--- config.mk ---
export PLATFORM = sky130hd
export DESIGN_NAME = pc_sequencer_flat
export DESIGN_NICKNAME = d
export VERILOG_FILES = /design/src/rtl/pc_sequencer_pkg.sv /design/src/rtl/pc_sequencer_if.sv /design/src/rtl/pc_sequencer_ras.sv /design/src/rtl/pc_sequencer.sv /design/src/flat_wrapper.sv
export SDC_FILE = /design/constraint.sdc
export NUM_CORES = 1
export LEC_CHECK = 0
export CAP_MARGIN = 20
export CORE_MARGIN = 4
export CORE_UTILIZATION = 40
export CTS_CLUSTER_DIAMETER = 80
export DETAILED_ROUTE_END_ITERATION = 12
export PLACE_DENSITY = 0.65
export SLEW_MARGIN = 10
export SYNTH_ARGS = -nofsm -noshare
export SYNTH_HDL_FRONTEND = slang
export SYNTH_SLANG_ARGS = --single-unit
export TNS_END_PERCENT = 1
--- constraint.sdc ---
create_clock -name clk -period 12.6 [get_ports clk]
set_clock_uncertainty 0.05 [all_clocks]
set_input_delay 2.52 -clock clk [delete_from_list [all_inputs] [get_ports clk]]
set_output_delay 2.52 -clock clk [all_outputs]
set_load 0.01 [all_outputs]
--- src/rtl/pc_sequencer_pkg.sv ---
// Shared types and default vectors for the fetch-address sequencer.
// Imported by the RAS sub-module and the sequencer top.
package pc_sequencer_pkg;

    localparam logic [31:0] DEF_RESET_VEC = 32'h0000_3000;
    localparam logic [31:0] DEF_EXC_VEC   = 32'h0000_0800;

    typedef enum logic [2:0] {
        SEL_SEQ,
        SEL_BR,
        SEL_J,
        SEL_JR,
        SEL_ERET,
        SEL_EXC
    } pc_sel_e;

endpackage

--- src/rtl/pc_sequencer_if.sv ---
// Fetch request channel: sequencer drives pc/pc_valid, imem returns pc_ready.
// The master side is the sequencer.
interface pc_sequencer_if #(
    parameter int ADDR_W = 32
);
    logic [ADDR_W-1:0] pc;
    logic              pc_valid;
    logic              pc_ready;

    modport master (output pc, pc_valid, input pc_ready);
    modport slave  (input pc, pc_valid, output pc_ready);
endinterface

--- src/rtl/pc_sequencer_ras.sv ---
// Circular return-address stack; a push when full overwrites the oldest entry.
// A simultaneous push and pop replaces the top entry in place.
module pc_sequencer_ras #(
    parameter int DEPTH  = 4,
    parameter int ADDR_W = 32
) (
    input  logic              clk,
    input  logic              reset,
    input  logic              push,
    input  logic              pop,
    input  logic [ADDR_W-1:0] data,
    output logic [ADDR_W-1:0] top,
    output logic              empty
);
    localparam int PW = $clog2(DEPTH);
    localparam logic [PW:0] FULL = (PW+1)'(DEPTH);

    logic [ADDR_W-1:0] mem [DEPTH];
    logic [PW-1:0]     ptr;
    logic [PW:0]       count;
    logic [PW-1:0]     waddr;
    logic              we;

    assign we    = reset & push;
    assign waddr = pop ? ptr : ptr + 1'b1;
    assign empty = (count == '0);
    assign top   = empty ? '0 : mem[ptr];

    always_ff @(posedge clk) begin
        if (we)
            mem[waddr] <= data;
    end

    always_ff @(posedge clk) begin
        if (!reset) begin
            ptr   <= '0;
            count <= '0;
        end else if (push && !pop) begin
            ptr <= ptr + 1'b1;
            if (count != FULL)
                count <= count + 1'b1;
        end else if (pop && !push && !empty) begin
            ptr   <= ptr - 1'b1;
            count <= count - 1'b1;
        end
    end

endmodule

--- src/rtl/pc_sequencer.sv ---
// Fetch-address sequencer: next-PC priority mux, EPC with nested-exception
// protection, fetch handshake with stall, and a return-address stack.
module pc_sequencer
    import pc_sequencer_pkg::*;
#(
    parameter int          ADDR_W    = 32,
    parameter logic [31:0] RESET_VEC = DEF_RESET_VEC,
    parameter logic [31:0] EXC_VEC   = DEF_EXC_VEC,
    parameter int          RAS_DEPTH = 4
) (
    input  logic              clk,
    input  logic              reset,
    pc_sequencer_if.master    fetch,
    input  logic              stall,
    input  logic              branch,
    input  logic              equal,
    input  logic              bne,
    input  logic [15:0]       br_off,
    input  logic              jump,
    input  logic [25:0]       jidx,
    input  logic              is_jr,
    input  logic [ADDR_W-1:0] jr_addr,
    input  logic              is_call,
    input  logic              is_ret,
    input  logic              exc,
    input  logic              eret,
    output logic [ADDR_W-1:0] epc,
    output logic              in_exc,
    output logic              misalign,
    output logic [ADDR_W-1:0] ras_top,
    output logic              ras_empty
);
    logic [ADDR_W-1:0] pc_q, epc_q, nxt;
    logic [ADDR_W-1:0] pc4, br_tgt, j_tgt, jr_tgt;
    logic              valid_q, in_exc_q, mis_q;
    logic              adv, taken, upd, ras_act;
    pc_sel_e           sel;

    assign adv    = valid_q & fetch.pc_ready & ~stall;
    assign taken  = branch & (equal ^ bne);
    assign pc4    = pc_q + ADDR_W'(4);
    assign br_tgt = pc4 + {{(ADDR_W-18){br_off[15]}}, br_off, 2'b00};
    assign jr_tgt = {jr_addr[ADDR_W-1:2], 2'b00};

    // Upper region bits come from pc4; only the low 28 bits are replaced.
    always_comb begin
        j_tgt       = pc4;
        j_tgt[27:0] = {jidx, 2'b00};
    end

    always_comb begin
        sel = SEL_SEQ;
        upd = 1'b1;
        if (exc)                   sel = SEL_EXC;
        else if (eret && in_exc_q) sel = SEL_ERET;
        else if (!adv)             upd = 1'b0;
        else if (is_jr)            sel = SEL_JR;
        else if (jump)             sel = SEL_J;
        else if (taken)            sel = SEL_BR;
    end

    always_comb begin
        nxt = pc4;
        unique case (sel)
            SEL_EXC:  nxt = EXC_VEC[ADDR_W-1:0];
            SEL_ERET: nxt = epc_q;
            SEL_JR:   nxt = jr_tgt;
            SEL_J:    nxt = j_tgt;
            SEL_BR:   nxt = br_tgt;
            SEL_SEQ:  nxt = pc4;
        endcase
    end

    always_ff @(posedge clk) begin
        if (!reset) begin
            pc_q     <= RESET_VEC[ADDR_W-1:0];
            valid_q  <= 1'b0;
            epc_q    <= '0;
            in_exc_q <= 1'b0;
            mis_q    <= 1'b0;
        end else begin
            valid_q <= 1'b1;
            mis_q   <= (sel == SEL_JR) && (jr_addr[1:0] != 2'b00);
            if (upd)
                pc_q <= nxt;
            // A nested exception keeps the outer return address.
            if (sel == SEL_EXC) begin
                in_exc_q <= 1'b1;
                if (!in_exc_q)
                    epc_q <= pc_q;
            end else if (sel == SEL_ERET) begin
                in_exc_q <= 1'b0;
            end
        end
    end

    assign ras_act = adv & ~exc;

    pc_sequencer_ras #(
        .DEPTH  (RAS_DEPTH),
        .ADDR_W (ADDR_W)
    ) u_ras (
        .clk   (clk),
        .reset (reset),
        .push  (ras_act & is_call),
        .pop   (ras_act & is_ret),
        .data  (pc4),
        .top   (ras_top),
        .empty (ras_empty)
    );

    assign fetch.pc       = pc_q;
    assign fetch.pc_valid = valid_q;
    assign epc            = epc_q;
    assign in_exc         = in_exc_q;
    assign misalign       = mis_q;

endmodule

--- src/flat_wrapper.sv ---
// flat-port wrapper written by rule: the top's interface ports become plain ports
module pc_sequencer_flat import pc_sequencer_pkg::*;
#(
    parameter int          ADDR_W    = 32,
    parameter logic [31:0] RESET_VEC = DEF_RESET_VEC,
    parameter logic [31:0] EXC_VEC   = DEF_EXC_VEC,
    parameter int          RAS_DEPTH = 4
)
  (clk, reset, stall, branch, equal, bne, br_off, jump, jidx, is_jr, jr_addr, is_call, is_ret, exc, eret, epc, in_exc, misalign, ras_top, ras_empty, fetch_pc, fetch_pc_valid, fetch_pc_ready);
  pc_sequencer_if #(.ADDR_W(ADDR_W)) fetch_i ();
  input  logic clk;
  input  logic reset;
  input  logic stall;
  input  logic branch;
  input  logic equal;
  input  logic bne;
  input  logic [15:0] br_off;
  input  logic jump;
  input  logic [25:0] jidx;
  input  logic is_jr;
  input  logic [ADDR_W-1:0] jr_addr;
  input  logic is_call;
  input  logic is_ret;
  input  logic exc;
  input  logic eret;
  output logic [ADDR_W-1:0] epc;
  output logic in_exc;
  output logic misalign;
  output logic [ADDR_W-1:0] ras_top;
  output logic ras_empty;
  output wire logic [$bits(fetch_i.pc)-1:0] fetch_pc;
  output wire logic [$bits(fetch_i.pc_valid)-1:0] fetch_pc_valid;
  input wire logic [$bits(fetch_i.pc_ready)-1:0] fetch_pc_ready;
  assign fetch_pc = fetch_i.pc;
  assign fetch_pc_valid = fetch_i.pc_valid;
  assign fetch_i.pc_ready = fetch_pc_ready;
  pc_sequencer #(.ADDR_W(ADDR_W), .RESET_VEC(RESET_VEC), .EXC_VEC(EXC_VEC), .RAS_DEPTH(RAS_DEPTH)) u_core (.clk(clk), .reset(reset), .fetch(fetch_i), .stall(stall), .branch(branch), .equal(equal), .bne(bne), .br_off(br_off), .jump(jump), .jidx(jidx), .is_jr(is_jr), .jr_addr(jr_addr), .is_call(is_call), .is_ret(is_ret), .exc(exc), .eret(eret), .epc(epc), .in_exc(in_exc), .misalign(misalign), .ras_top(ras_top), .ras_empty(ras_empty));
endmodule
==> impl_metrics.sql <==
INSERT INTO impl_metrics (metric_group, metric, value, unit) VALUES
('sta', 'finalMaxSlewViolations', '0', ''),
('finish', 'filler_cell_count', '2347', ''),
('min_path', 'worstHoldStart', 'u_core.epc[21]$_SDFFE_PN0P_', ''),
('drt', 'detail_route.vias_per_cell', '5.75', ''),
('sta', 'timing.final.crit_period', '5.55', 'ns'),
('critical_path', 'cp.buffers_inverters', '2', ''),
('grt', 'grt_overflow_total', '0', ''),
('grt', 'number_of_antenna_violations_at_the_first_check_in_global_routing', '1', ''),
('sta', 'finalCritPeriodShare', '0.440', ''),
('status', 'run_status', 'complete, no violations', ''),
('floorplanning', 'start_util', '0.407', ''),
('critical_path', 'crit-reg2reg-capture', 'u_core.fetch.pc[30]$_SDFFE_PN0N_', ''),
('sta', 'setup_viol_count_final', '0', ''),
('sta', 'peak_clock_frequency_supported_by_timing', '0.180', 'GHz'),
('floorplanning', 'boundaryPins', '187', ''),
('pwr', 'powerDensity', '119', 'nW/um^2'),
('critical_path', 'crit-reg2reg-launch', 'u_core.fetch.pc[2]$_SDFFE_PN0N_', ''),
('clock_network', 'cts_tree', 'built', ''),
('placed_design', 'dp_hpwl', '23100', 'um'),
('drt', 'via_count', '8473', ''),
('sta', 'timing.max_slew.rel_slack', '0.255', ''),
('synthesis', 'postSynthAreaPerCell', '11.2', 'um^2'),
('finish', 'final_util', '0.523', ''),
('synthesis', 'synthesis.yosys.warnings', '0', ''),
('pwr', 'leakage', '0.00467', 'uW'),
('critical_path', 'slowest_stage', 'dfxtp_1', ''),
('sta', 'finalHoldViolations', '0', ''),
('finish', 'inserted_diodes', '0', ''),
('placed_design', 'place.gp.congestion', '0.921', ''),
('drt', 'drt.antenna.violating_nets', '0', ''),
('clock_network', 'clock_sinks', '202', ''),
('floorplanning', 'placeableCoreArea', '26100', 'um^2'),
('floorplanning', 'placement_row_count', '59', ''),
('critical_path', 'cp_slowest_stage_delay', '0.99', 'ns'),
('synthesis', 'seq_area_frac_synth', '0.500', ''),
('sta', 'tightestPinTransition', '1.12', 'ns'),
('drt', 'drt-wirelength-per-cell', '21.9', 'um'),
('critical_path', 'reg2reg_slack', '7.58', 'ns'),
('critical_path', 'cp.required', '10.03', 'ns'),
('drt', 'dr.first_iter.drc_count', '827', ''),
('synthesis', 'synth_nets', '1073', ''),
('grt', 'grt_max_degree', '61', ''),
('floorplanning', 'die_w', '171', 'um'),
('synthesis', 'synth.lib_cells_used.distinct', '68', ''),
('floorplanning', 'die_height', '171', 'um'),
('finish', 'area_delta_synth_final', '28.5', '%'),
('synthesis', 'synth_edf_count', '128', ''),
('critical_path', 'cp_top_delay_family', 'flip-flops', ''),
('clock_network', 'cts_repair_resize_count', '0', ''),
('clock_network', 'clk_latency', '0.51', 'ns'),
('finish', 'drive_above_1_share', '0.100', ''),
('sta', 'grt_setup_unrepaired', 'no', ''),
('clock_network', 'cts.reportedPaths.clkPinSlew', '0.06', 'ns'),
('critical_path', 'setup.worst_path.class', 'reg -> out', ''),
('grt', 'first_pass_grt_wire_length', '49600', 'um'),
('min_path', 'hold_end', 'u_core.epc[21]$_SDFFE_PN0P_', ''),
('critical_path', 'timing.critical_path.from_type', 'flop', ''),
('floorplanning', 'die_area', '29300', 'um^2'),
('drt', 'drt_first_pass_iters', '6', ''),
('drt', 'detail_route.drc_violations', '0', ''),
('synthesis', 'synth.cell_area', '10600', 'um^2'),
('synthesis', 'netlist.top_cell.by_area', 'edfxtp_1', ''),
('clock_network', 'cts_made_buffers', '23', ''),
('synthesis', 'ys_seq_elements', '202', ''),
('clock_network', 'cts_setup_buffers', '0', ''),
('min_path', 'whs_path_depth', '2', ''),
('critical_path', 'timing.critical_path.to_type', 'output port', ''),
('synthesis', 'synth_area_leaders', 'edfxtp_1 (36%), dfxtp_1 (14%), mux4_2 (6.8%)', ''),
('pwr', 'irDropWorstVdd', '87.1', 'uV'),
('sta', 'final.setup.tns', '0', 'ns'),
('clock_network', 'cts_hold_repair.buffers', '0', '');
through the flow:
step,area (um^2),hold WS [ns],setup WS (ns),cells
final,13700,0.432,7.05,1473
after global routing,13700,0.455,6.91,1473
after detailed placement,12900,0.424,6.68,1431
after global placement,12900,0.415,6.73,1431
after floorplan,10600,0.442,5.53,948
after CTS,13700,0.435,7.09,1473
registers in the layout (all words and copies together), names as in the netlist, named ones only:
name and cells:
u_core.fetch.pc 32, u_core.u_ras.count 3, u_core.u_ras.ptr 2, u_core.in_exc 1, u_core.misalign 1, u_core.fetch.pc_valid 1, u_core.u_ras.mem 128, u_core.epc 32
Yosys cell counts, types with 9 or more instances:
| cell | n |
|---|---|
| a221oi_1 | 16 |
| mux2i_1 | 9 |
| a21o_1 | 11 |
| dfxtp_1 | 74 |
| xor2_1 | 17 |
| ha_1 | 36 |
| nand2_1 | 128 |
| a31oi_1 | 9 |
| inv_1 | 16 |
| mux4_2 | 32 |
| nor2b_1 | 44 |
| o21ai_0 | 44 |
| clkbuf_1 | 43 |
| xnor2_1 | 40 |
| a221o_1 | 16 |
| nor2_1 | 29 |
| and3_1 | 9 |
| nor3_1 | 10 |
| edfxtp_1 | 128 |
| nand3_1 | 22 |
| a21boi_0 | 33 |
| a222oi_1 | 13 |
| a21oi_1 | 52 |
metal layers:
layer / track usage / up-vias / wire length (um)
met5: 0 / - / 12
met4: 0.0748 / 2 / 1200
met3: 0.0474 / 63 / 2530
met2: 0.340 / 372 / 14600
met1: 0.301 / 4105 / 13900
li1: - / 3931 / -
placed cells by master, fill, tap and decap left out, drive strengths merged, types with 8 or more instances in the layout:
| cell | netlist | layout |
|---|---|---|
| clkdlybuf4s50 | 0 | 185 |
| nand2 | 128 | 128 |
| edfxtp | 128 | 128 |
| dfxtp | 74 | 74 |
| a21oi | 52 | 52 |
| o21ai | 46 | 46 |
| nor2b | 44 | 44 |
| xnor2 | 40 | 40 |
| ha | 36 | 36 |
| a21boi | 33 | 33 |
| mux4 | 32 | 32 |
| nor2 | 29 | 29 |
| clkbuf | 44 | 28 |
| nand3 | 23 | 23 |
| buf | 13 | 20 |
| inv | 16 | 18 |
| xor2 | 17 | 17 |
| a221o | 16 | 16 |
| a221oi | 16 | 16 |
| a222oi | 13 | 13 |
| a21o | 11 | 11 |
| nor3 | 10 | 10 |
| and3 | 9 | 9 |
| mux2i | 9 | 9 |
| a31oi | 9 | 9 |
| nand4 | 8 | 8 |
where the power goes:
part	leakage, uW	switching, uW	internal [uW]
sequential	0.00166	14.2	711
combinational	0.00262	110	94.2
clock	0.000387	267	435
tightest hold or removal path, cell delays in order (launching register included):
cell and delay (ns):
dfxtp_1 0.32, nand2_1 0.05, a21boi_0 0.06
logic make-up after synthesis:
family | after synthesis | synth area share
buffers and inverters | 73 | 0.0281
multiplexers | 42 | 0.0772
adder cells (fa/ha/maj) | 38 | 0.0461
XOR/XNOR | 57 | 0.0469
flip-flops | 202 | 0.500
AO/OA/AOI/OAI | 248 | 0.164
AND/OR/NAND/NOR | 288 | 0.138
final cells by class:
cell class                      count  area, um^2  area share
Clock buffer                       28         624      0.0457
Multi-Input combinational cell    673        5060       0.370
Sequential cell                   202        5330       0.390
Clock inverter                     14         181      0.0133
Timing Repair Buffer              205        2000       0.146
Inverter                           16        60.1     0.00439
Tap cell                          335         419      0.0307
how the worst max path moves through the flow:
stage / start / end / slack (ns) / depth (start not counted)
finish: flop / ras_top[20] / 7.05 / 4
global route: br_off[15] / u_core.fetch.pc[30]$_SDFFE_PN0N_ / 6.91 / 10
CTS: flop / ras_top[20] / 7.09 / 4
detailed placement: br_off[15] / u_core.fetch.pc[30]$_SDFFE_PN0N_ / 6.68 / 10
global placement: br_off[15] / u_core.fetch.pc[30]$_SDFFE_PN0N_ / 6.73 / 10
floorplan: fetch_pc_ready / u_core.u_ras.mem[1][0]$_DFFE_PP_ / 5.53 / 6
(Power assumes the default switching activity.)
